$ cat config.mk
export PLATFORM = sky130hd
export DESIGN_NAME = controle_irrigacao
export DESIGN_NICKNAME = d
export VERILOG_FILES = /design/src/rtl/controle_irrigacao.sv
export SDC_FILE = /design/constraint.sdc
export NUM_CORES = 1
export LEC_CHECK = 0
export CAP_MARGIN = 20
export CORE_MARGIN = 5
export CORE_UTILIZATION = 58
export CTS_BUF_LIST = sky130_fd_sc_hd__clkbuf_2 sky130_fd_sc_hd__clkbuf_4 sky130_fd_sc_hd__clkbuf_8
export DETAILED_ROUTE_END_ITERATION = 7
export PLACE_DENSITY = 0.89
export SETUP_SLACK_MARGIN = 0.5
export SYNTH_ARGS = -nofsm -noshare
export SYNTH_HDL_FRONTEND = slang
export SYNTH_SLANG_ARGS = --single-unit
$ cat constraint.sdc
create_clock -name clock -period 3.62 [get_ports clock]
set_input_delay 0.724 -clock clock [delete_from_list [all_inputs] [get_ports clock]]
set_output_delay 0.724 -clock clock [all_outputs]
set_load 0.005 [all_outputs]
$ cat src/rtl/controle_irrigacao.sv
// Greenhouse irrigation sequencer: timed sprinkler/drip cycle, cooldown, BCD countdown
// for the display multiplexer and tank refill with hysteresis. All outputs are registered.
module controle_irrigacao #(
  parameter int TEMPO_ASPERSAO    = 300,
  parameter int TEMPO_GOTEJAMENTO = 600,
  parameter int TEMPO_ESPERA      = 60
) (
  input  logic       clock,
  input  logic       reset,
  input  logic       umSegundo,
  input  logic       umidadeAr,
  input  logic       umidadeSolo,
  input  logic       temperatura,
  input  logic [2:0] nivelDagua,
  output logic       aspersor,
  output logic       gotejador,
  output logic       valvulaEntrada,
  output logic       alarme,
  output logic [1:0] estado,
  output logic [3:0] dezenaMinuto,
  output logic [3:0] unidadeMinuto,
  output logic [3:0] dezenaSegundos,
  output logic [3:0] unidadeSegundos
);

  typedef enum logic [1:0] {
    OCIOSO    = 2'b00,
    IRRIGANDO = 2'b01,
    ESPERA    = 2'b10,
    ERRO      = 2'b11
  } estado_t;

  function automatic logic [15:0] paraBcd(input int segundos);
    int mm;
    int ss;
    mm = segundos / 60;
    ss = segundos % 60;
    return {4'(mm / 10), 4'(mm % 10), 4'(ss / 10), 4'(ss % 10)};
  endfunction

  // mm:ss down-count with borrow; 00:00 is sticky.
  function automatic logic [15:0] decrementa(input logic [15:0] t);
    logic [15:0] r;
    r = t;
    if (t[3:0] != 4'd0) begin
      r[3:0] = t[3:0] - 4'd1;
    end else if (t[7:4] != 4'd0) begin
      r[7:4] = t[7:4] - 4'd1;
      r[3:0] = 4'd9;
    end else if (t[11:8] != 4'd0) begin
      r[11:8] = t[11:8] - 4'd1;
      r[7:0]  = 8'h59;
    end else if (t[15:12] != 4'd0) begin
      r[15:12] = t[15:12] - 4'd1;
      r[11:0]  = 12'h959;
    end
    return r;
  endfunction

  localparam logic [15:0] CARGA_ASP = paraBcd(TEMPO_ASPERSAO);
  localparam logic [15:0] CARGA_GOT = paraBcd(TEMPO_GOTEJAMENTO);
  localparam logic [15:0] CARGA_ESP = paraBcd(TEMPO_ESPERA);
  localparam logic [15:0] UM_SEG    = 16'h0001;

  estado_t     estado_q;
  logic [15:0] timer_q;
  logic        umSegundo_q;
  logic        aspersor_q;
  logic        gotejador_q;
  logic        valvula_q;
  logic        alarme_q;

  logic        tick;
  logic        vazio;
  logic        baixo;
  logic        medio;
  logic        cheio;
  logic        nivelValido;
  logic        modoGot;
  logic        aguaOk;
  logic [15:0] timerMenos;

  assign tick        = umSegundo & ~umSegundo_q;
  assign vazio       = (nivelDagua == 3'b000);
  assign baixo       = (nivelDagua == 3'b001);
  assign medio       = (nivelDagua == 3'b011);
  assign cheio       = (nivelDagua == 3'b111);
  assign nivelValido = vazio | baixo | medio | cheio;
  assign modoGot     = temperatura & ~umidadeAr;
  assign aguaOk      = modoGot ? (baixo | medio | cheio) : (medio | cheio);
  assign timerMenos  = decrementa(timer_q);

  // Invalid level overrides every state; the refill hysteresis runs beside the FSM.
  always_ff @(posedge clock) begin
    if (reset) begin
      estado_q    <= OCIOSO;
      timer_q     <= '0;
      umSegundo_q <= 1'b0;
      aspersor_q  <= 1'b0;
      gotejador_q <= 1'b0;
      valvula_q   <= 1'b0;
      alarme_q    <= 1'b0;
    end else begin
      umSegundo_q <= umSegundo;
      if (!nivelValido) begin
        estado_q    <= ERRO;
        timer_q     <= '0;
        aspersor_q  <= 1'b0;
        gotejador_q <= 1'b0;
        valvula_q   <= 1'b0;
        alarme_q    <= 1'b1;
      end else begin
        if (vazio || baixo) begin
          valvula_q <= 1'b1;
        end else if (cheio) begin
          valvula_q <= 1'b0;
        end
        case (estado_q)
          OCIOSO: begin
            if (!umidadeSolo && aguaOk) begin
              estado_q    <= IRRIGANDO;
              timer_q     <= modoGot ? CARGA_GOT : CARGA_ASP;
              aspersor_q  <= ~modoGot;
              gotejador_q <= modoGot;
              alarme_q    <= 1'b0;
            end else begin
              timer_q  <= '0;
              alarme_q <= ~umidadeSolo;
            end
          end
          IRRIGANDO: begin
            if (vazio || umidadeSolo || (tick && timer_q == UM_SEG)) begin
              estado_q    <= ESPERA;
              timer_q     <= CARGA_ESP;
              aspersor_q  <= 1'b0;
              gotejador_q <= 1'b0;
              if (vazio) begin
                alarme_q <= 1'b1;
              end
            end else if (tick) begin
              timer_q <= timerMenos;
            end
          end
          ESPERA: begin
            if (tick) begin
              if (timer_q == UM_SEG) begin
                estado_q <= OCIOSO;
                timer_q  <= '0;
              end else begin
                timer_q <= timerMenos;
              end
            end
          end
          ERRO: begin
            estado_q <= OCIOSO;
            alarme_q <= 1'b0;
          end
          default: begin
            estado_q <= OCIOSO;
          end
        endcase
      end
    end
  end

  assign estado          = estado_q;
  assign aspersor        = aspersor_q;
  assign gotejador       = gotejador_q;
  assign valvulaEntrada  = valvula_q;
  assign alarme          = alarme_q;
  assign dezenaMinuto    = timer_q[15:12];
  assign unidadeMinuto   = timer_q[11:8];
  assign dezenaSegundos  = timer_q[7:4];
  assign unidadeSegundos = timer_q[3:0];

endmodule

==> key figures, run 1 <==
Outcome
  – Outcome: completed

Pwr
  – VDD IR max: about 0.28 mV
  – P_leak: 0.710 nW
  – Power density cells: 312 nW/um2
  – PnR Total Power: 610 uW

Run
  – Total of max-cap violations: 0

STA
  – Setup TNS Final: 0 ns
  – Endpoints failing hold: 0
  – Final Cycle Share: 74.4%
  – Final critical path time including I/O delays and setup: 2.69 ns
  – Post-route clock skew: 0.00104 ns
  – Setup repair after global routing missed its margin: false
  – Slew at the pin with the worst max-slew slack: 0.566 ns
  – Worst relative slew slack: 62.2%
  – Number of slew-limit violations in the final report: 0
  – Setup violation total in the final timing report: 0
  – Upper clock frequency limit: 371 MHz

Routing
  – Number of vias in the routed layout: ~1600
  – Vias per cell: 6.49
  – Number of remaining DRC errors: 0
  – Iteration count of the initial detailed-routing pass: 4
  – Wire length after detailed routing: 4.25 mm
  – Antenna viol nets, final: 0
  – Number of design-rule violations left by the first detailed-router iteration: 85
  – Detailed-route wire length per cell: 16.8 um

Place
  – Final HPWL from detailed placement: 3.17 mm
  – Number of buffer cells added on primary ports: 30
  – Routability-driven placement congestion ratio: 0.873

Synth
  – Number of nets in the synthesized netlist: 211
  – Yosys warnings: 0
  – Synthesis-stage register bit count: 23
  – Synth Area per Inst: 8.33 um2
  – Yosys top cell area share: 28.6%
  – Most frequently used flop master after synthesis: sky130_fd_sc_hd__dfxtp_1
  – Library cell with the highest instance count after synthesis: sky130_fd_sc_hd__dfxtp_1
  – Biggest area contributors in the synthesized netlist: sky130_fd_sc_hd__dfxtp_1 (29%), sky130_fd_sc_hd__ha_1 (7.0%), sky130_fd_sc_hd__a21oi_1 (5.0%), sky130_fd_sc_hd__or4_1 (3.7%), sky130_fd_sc_hd__nor2_1 (3.3%)
  – Post-synthesis cell type with the largest combined area: sky130_fd_sc_hd__dfxtp_1
  – Number of unique standard cell types used by synthesis: 51
  – Top cells by count, synth: sky130_fd_sc_hd__dfxtp_1 (23), sky130_fd_sc_hd__a21oi_1 (16), sky130_fd_sc_hd__nor2_1 (14)
  – Part of the Yosys area used for sequential elements: 28.6%
  – Async set or reset register ratio after synthesis: 0%
  – Post-synth EDFFs: 0
  – Mapped Area: between 1500 and 2000 um2
  – Synthesized netlist cell count: 193

GRT
  – Total GRT Usage: 22.0%
  – Met3 capacity usage during global routing: ~5%
  – GR met1 Demand/Resource: 25.1%
  – First-pass GRT wire length: 7.20 mm
  – Most crowded layer after global routing: met2
  – Maximum number of pins on one net before global-route repair: 15
  – Congestion Overflow GR: 0
  – Number of global-route vias before repair: approximately 1700
  – Global-route met2 utilization: 37.0%
  – Number of antenna violations at the first check in global routing: 0

Layout
  – Number of diodes added for antenna fixing: 0
  – Area of the multi-input gates: 1060 um2
  – Number of filler instances in the final layout: between 200 and 250
  – Share of post-route cells with drive strength above 1: between 10% and 20%
  – Total number of nets in the final design: 241
  – Storage cell area: between 400 and 500 um2
  – Area overhead of the layout relative to synthesis: 21.8%

Clock tree
  – Number of setup buffers added after CTS: 0
  – Number of clock sinks: 23
  – Max clock buf depth: 2
  – CTS resizes: 0
  – Clk pin slew, worst setup/hold paths: roughly 0.13 ns
  – CTS tree: yes
  – CTS H-Tree Depth: 1
  – Number of buffers created by CTS: 3
  – Clock tree root driver cell: sky130_fd_sc_hd__clkbuf_4
  – Cts hold-fix bufs: 0
  – Source-to-sink clock delay at the later pin of the worst-skew pair: about 0.32 ns

Setup path
  – Endpoint required time on the critical path: ~3.8 ns
  – Worst setup SP type: flip-flop
  – Critical path endpoint category: flip-flop
  – Arrival time of the worst setup path: around 2.9 ns
  – Largest driver fanout on the critical path: 10
  – Setup Crit Path Kind: reg2reg

Die
  – Count of pins on the block boundary: 31
  – Initial cell density of the core: 59.3%
  – Horizontal die dimension: 62.7 um
  – Die height: approximately 63 um
  – Standard-cell row count: 19
  – CORE AREA: 2710 um2
  – Area enclosed by the die boundary: 3930 um2

Worst hold path
  – Tightest Hold Check Type: reg2reg
## path summary, 6_finish.rpt
kind	startpoint	endpoint	slack (ns)	cells past startpoint
worst min register to register	valvulaEntrada	valvulaEntrada	0.49	2
worst max register to register	timer_q[8]	timer_q[7]	0.93	7
worst min-delay path	valvulaEntrada	valvulaEntrada	0.49	2
worst max-delay path	timer_q[8]	timer_q[7]	0.93	7
## sequential cells by signal (all words and copies together), names as in the netlist
signal	count
timer_q	16
umSegundo_q	1
gotejador	1
alarme	1
estado	2
aspersor	1
valvulaEntrada	1
## cells in the final DEF (no fill, tap or decap), drive strengths merged, types with 3 or more instances in the layout
| cell type | count |
|---|---|
| nor2 | 15 |
| ha | 9 |
| a21oi | 17 |
| a21o | 5 |
| clkdlybuf4s50 | 30 |
| buf | 4 |
| dfxtp | 23 |
| or4 | 8 |
| mux2i | 3 |
| o221a | 3 |
| inv | 11 |
| a31oi | 3 |
| a311oi | 4 |
| o21ai | 8 |
| nand2b | 6 |
| clkbuf | 3 |
| nor3b | 4 |
| or3b | 6 |
| nor3 | 9 |
| nand2 | 11 |
| nor2b | 5 |
| a211oi | 4 |
| a22oi | 3 |
| o31ai | 4 |
| nand3 | 3 |
## critical path, cell delays in order, from the launching register on
cell and delay [ns]:
sky130_fd_sc_hd__dfxtp_1 0.36, sky130_fd_sc_hd__inv_1 0.12, sky130_fd_sc_hd__ha_1 0.23, sky130_fd_sc_hd__or3b_1 0.51
sky130_fd_sc_hd__o41a_1 0.51, sky130_fd_sc_hd__o211ai_4 0.27, sky130_fd_sc_hd__a21o_1 0.46, sky130_fd_sc_hd__nor2_1 0.10
## power breakdown
part	total [mW]	internal [mW]	switching [mW]
logic	0.210	0.0909	0.119
registers	0.273	0.263	0.0106
clock network	0.127	0.0415	0.0853
## metrics by stage
stage / setup slack [ns] / std cells / util (%) / hold slack, ns / instance area, um2
detailed placement: 0.763 / 249 / 71.2 / 0.466 / 1930
floorplan: 1.39 / 193 / - / 0.452 / 1610
global route: 0.788 / 253 / 72.3 / 0.523 / 1960
global placement: 0.836 / 249 / 71.2 / 0.460 / 1930
CTS: 0.958 / 253 / 72.3 / 0.493 / 1960
finish: 0.927 / 253 / 72.3 / 0.492 / 1960
## final cells by class
type / count / share of cell area [%]
clock inverters: 1 / 0.256
multi-input cells: 150 / 54.1
clock buffers: 3 / 1.15
repair buffers: 34 / 16.9
flip-flops and latches: 23 / 23.5
inverters: 11 / 2.11
well taps: 31 / 1.98
## kinds of logic after synthesis
logic type,share of synthesized area (%)
adder cells (fa/ha/maj),7.00
AND/OR/NAND/NOR,27.4
buffers and inverters,5.45
AO/OA/AOI/OAI,29.7
flip-flops,28.6
multiplexers,1.87
## layer usage
| metal | routed length, um | up-vias | part of all wire [%] |
|---|---|---|---|
| met5 | 0 | - | 0 |
| met4 | 94 | 0 | 2.2 |
| met3 | 249 | 12 | 5.9 |
| met2 | 2140 | 59 | 50 |
| met1 | 1770 | 776 | 42 |
| li1 | - | 795 | - |
Power figures use the tool's default switching activity.
==> inputs of run 2 (changes only) <==
--- a/config.mk
+++ b/config.mk
@@ -7,10 +7,10 @@
 export LEC_CHECK = 0
 export CAP_MARGIN = 20
 export CORE_MARGIN = 5
-export CORE_UTILIZATION = 58
+export CORE_UTILIZATION = 54
 export CTS_BUF_LIST = sky130_fd_sc_hd__clkbuf_2 sky130_fd_sc_hd__clkbuf_4 sky130_fd_sc_hd__clkbuf_8
 export DETAILED_ROUTE_END_ITERATION = 7
-export PLACE_DENSITY = 0.89
+export PLACE_DENSITY = 0.84
 export SETUP_SLACK_MARGIN = 0.5
 export SYNTH_ARGS = -nofsm -noshare
 export SYNTH_HDL_FRONTEND = slang
==> constraint.sdc (replaced) <==
create_clock -name clock -period 2.6 [get_ports clock]
set_input_delay 0.52 -clock clock [delete_from_list [all_inputs] [get_ports clock]]
set_output_delay 0.52 -clock clock [all_outputs]
set_load 0.005 [all_outputs]
==> run 2 against run 1 <==
Net effect: worst hold slack got worse by 0.0070 ns; via count increased by 26%; routed wire length increased by 54%; total power increased by 66%; setup slack got worse by 0.57 ns; global-route usage increased by 4.4 points; sequential share of layout area decreased by 4.6 points; clock-buffer cell count increased by 1; cell count increased by 15%; clock skew increased by 0.0025 ns; largest cell class unchanged.
==> key figures, run 2 (same netlist as run 1, synthesis figures left out) <==
Worst hold path
  – Tightest Hold Check Type: reg2reg

Place
  – Placed cell area: 2060 um2 (+6.9%)
  – Placed instance count: 260 (+4.4%)
  – Pre-CTS setup slack: 0.136 ns (-0.627 ns)
  – Number of buffer cells added on primary ports: 30 (unchanged)
  – Final HPWL from detailed placement: 3.56 mm (+12%)
  – Routability-driven placement congestion ratio: 0.945 (+8.3%)

Setup path
  – Cell-by-cell listing of the critical path: inv_2 -> ha_4 -> or3b_4 -> or4_4 -> a211oi_4 -> mux2i_1 -> nor2_2
  – Worst setup SP type: flip-flop
  – Critical path endpoint category: flip-flop
  – Crit path buf inv count: 1 (unchanged)
  – Largest driver fanout on the critical path: 6 (-4)
  – Arrival time of the worst setup path: 2.47 ns (-0.44 ns)
  – Endpoint required time on the critical path: 2.83 ns (-1.00 ns)
  – Setup Crit Path Kind: reg2reg
  – Crit-path slowest cell: sky130_fd_sc_hd__or4_4
  – Family with the most delay on the worst path: simple AND/OR/NAND/NOR gates
  – Max incr delay on CP: 0.47 ns (-0.04 ns)

Layout
  – Most flops, register: timer_q
  – Most used cells in the layout excluding fill and tap cells: sky130_fd_sc_hd__buf_4 (34), sky130_fd_sc_hd__clkdlybuf4s50_1 (30), sky130_fd_sc_hd__dfxtp_1 (14)
  – Share of post-route cells with drive strength above 1: 41.3% (+31 points)
  – Max FFs per register: 16 (unchanged)
  – Area overhead of the layout relative to synthesis: 56.6%
  – Number of diodes added for antenna fixing: 0 (unchanged)
  – Total number of nets in the final design: 278 (+15%)
  – Number of filler instances in the final layout: 120 (-44%)
  – Post-Layout Cell Count: 290 (+15%)
  – Leading cell type in the layout, fill and taps excluded: sky130_fd_sc_hd__buf_4
  – Non-Filler Cell Area, Final: 2520 um2 (+29%)

Die
  – Initial cell density of the core: 57.3% (-2.0 points)
  – Count of pins on the block boundary: 31 (unchanged)
  – Horizontal die dimension: 64.6 um (+3.1%)
  – CORE AREA: 2810 um2 (+3.5%)
  – Die height: 64.6 um (+3.1%)
  – Standard-cell row count: 19 (unchanged)
  – Area enclosed by the die boundary: 4170 um2 (+6.2%)

Routing
  – Wire length after detailed routing: 6.54 mm (+54%)
  – Routed met3 length: 660 um (+170%)
  – Detailed-route wire length on metal 1: 2.40 mm (+35%)
  – Detailed-route wire length per cell: 22.5 um (+34%)
  – Iteration count of the initial detailed-routing pass: 6 (+2)
  – Antenna viol nets, final: 0 (unchanged)
  – Number of vias in the routed layout: 2066 (+26%)
  – Number of remaining DRC errors: 0 (unchanged)
  – Vias per cell: 7.12 (+9.8%)
  – Routed length on met2: 3.10 mm (+45%)
  – Number of design-rule violations left by the first detailed-router iteration: 359 (+320%)
  – Highest signal layer in the routed design: met4

Clock tree
  – Number of buffers created by CTS: 3 (unchanged)
  – CTS tree: yes
  – CTS H-Tree Depth: 1 (unchanged)
  – Number of clock sinks: 23 (unchanged)
  – Max clock buf depth: 2 (unchanged)
  – Cts hold-fix bufs: 0 (unchanged)
  – Clock tree root driver cell: sky130_fd_sc_hd__clkbuf_4
  – Clk pin slew, worst setup/hold paths: 0.14 ns (about the same)
  – Source-to-sink clock delay at the later pin of the worst-skew pair: 0.32 ns (about the same)

GRT
  – Congestion Overflow GR: 0 (unchanged)
  – Number of global-route vias before repair: 1889 (+13%)
  – Total GRT Usage: 26.4% (+4.4 points)
  – Maximum number of pins on one net before global-route repair: 13 (-2)
  – Number of antenna violations at the first check in global routing: 0 (unchanged)
  – First-pass GRT wire length: 8.83 mm (+23%)

Pwr
  – PnR Total Power: 1.01 mW (+66%)
  – Power density cells: 403 nW/um2 (+29%)
  – P_leak: 0.947 nW (+33%)
  – VDD IR max: 0.309 mV (+9.9%)

Run
  – Total of max-cap violations: 0 (unchanged)

STA
  – Setup repair after global routing missed its margin: true
  – Worst relative slew slack: 68.5% (+6.3 points)
  – Fin worst setup slack: 0.353 ns (-0.574 ns)
  – Endpoints failing hold: 0 (unchanged)
  – Number of slew-limit violations in the final report: 0 (unchanged)
  – Final Cycle Share: 86.4% (+12 points)
  – Setup TNS Final: 0 ns (unchanged)
  – Upper clock frequency limit: 445 MHz (+20%)
  – Post-route clock skew: 0.00350 ns (+0.00246 ns)
  – Final critical path time including I/O delays and setup: 2.25 ns (-0.446 ns)
  – Setup violation total in the final timing report: 0 (unchanged)
  – Slew at the pin with the worst max-slew slack: 0.469 ns (-0.0973 ns)

Outcome
  – Outcome: completed
run 2: changes by cell type in the layout (fill, tap and decap cells not counted), sizes merged:
cell / previous run / this run
buf: 4 / 40
clkbuf: 3 / 5
clkinv: 1 / 0
run 2: path summary, 6_finish.rpt:
check / to / from / slack, ns / cells after the start
worst max-delay path: timer_q[7] / timer_q[0] / 0.35 / 7
worst min-delay path: gotejador / gotejador / 0.48 / 2
worst max register to register: timer_q[7] / timer_q[0] / 0.35 / 7
worst min register to register: gotejador / gotejador / 0.48 / 2
run 2: final cells by class:
type                       count  area [um2]  share of cell area, %
clock buffer                   4        30.0                   1.19
inverter                      11        46.3                   1.84
multi-input combinational    150        1270                   50.4
sequential                    23         477                   18.9
tap                           31        38.8                   1.54
timing repair buffer          71         657                   26.1
run 2: metal layers:
metal  track usage, %  vias up
met1             31.0      960
met5                0        -
met2             46.5      180
met3             4.84       60
met4             12.1        0
li1                 -      866
run 2: where the power goes:
part           switching, mW  total, mW  internal [mW]  leakage, nW
combinational          0.236      0.441          0.205        0.736
clock                  0.121      0.191         0.0705       0.0184
sequential            0.0177      0.383          0.365        0.192
run 2: worst reg2reg max path, cell delays in order, from the launching register on:
cell	delay, ns
sky130_fd_sc_hd__dfxtp_4	0.39
sky130_fd_sc_hd__inv_2	0.07
sky130_fd_sc_hd__ha_4	0.15
sky130_fd_sc_hd__or3b_4	0.45
sky130_fd_sc_hd__or4_4	0.47
sky130_fd_sc_hd__a211oi_4	0.24
sky130_fd_sc_hd__mux2i_1	0.32
sky130_fd_sc_hd__nor2_2	0.06
run 2: per-stage QoR:
step / utilization (%) / hold WS, ns
global route: 89.7 / 0.528
global placement: 73.6 / 0.461
detailed placement: 73.6 / 0.462
CTS: 81.8 / 0.485
finish: 89.7 / 0.485
floorplan: - / 0.452
run 2: repair_timing:
action | in CTS | in global routing
setup endpoints to repair | 16 | 19
gates cloned | 0 | 1
resized for setup | 24 | 27
buffers inserted | 15 | 10
pin swaps | 7 | 11
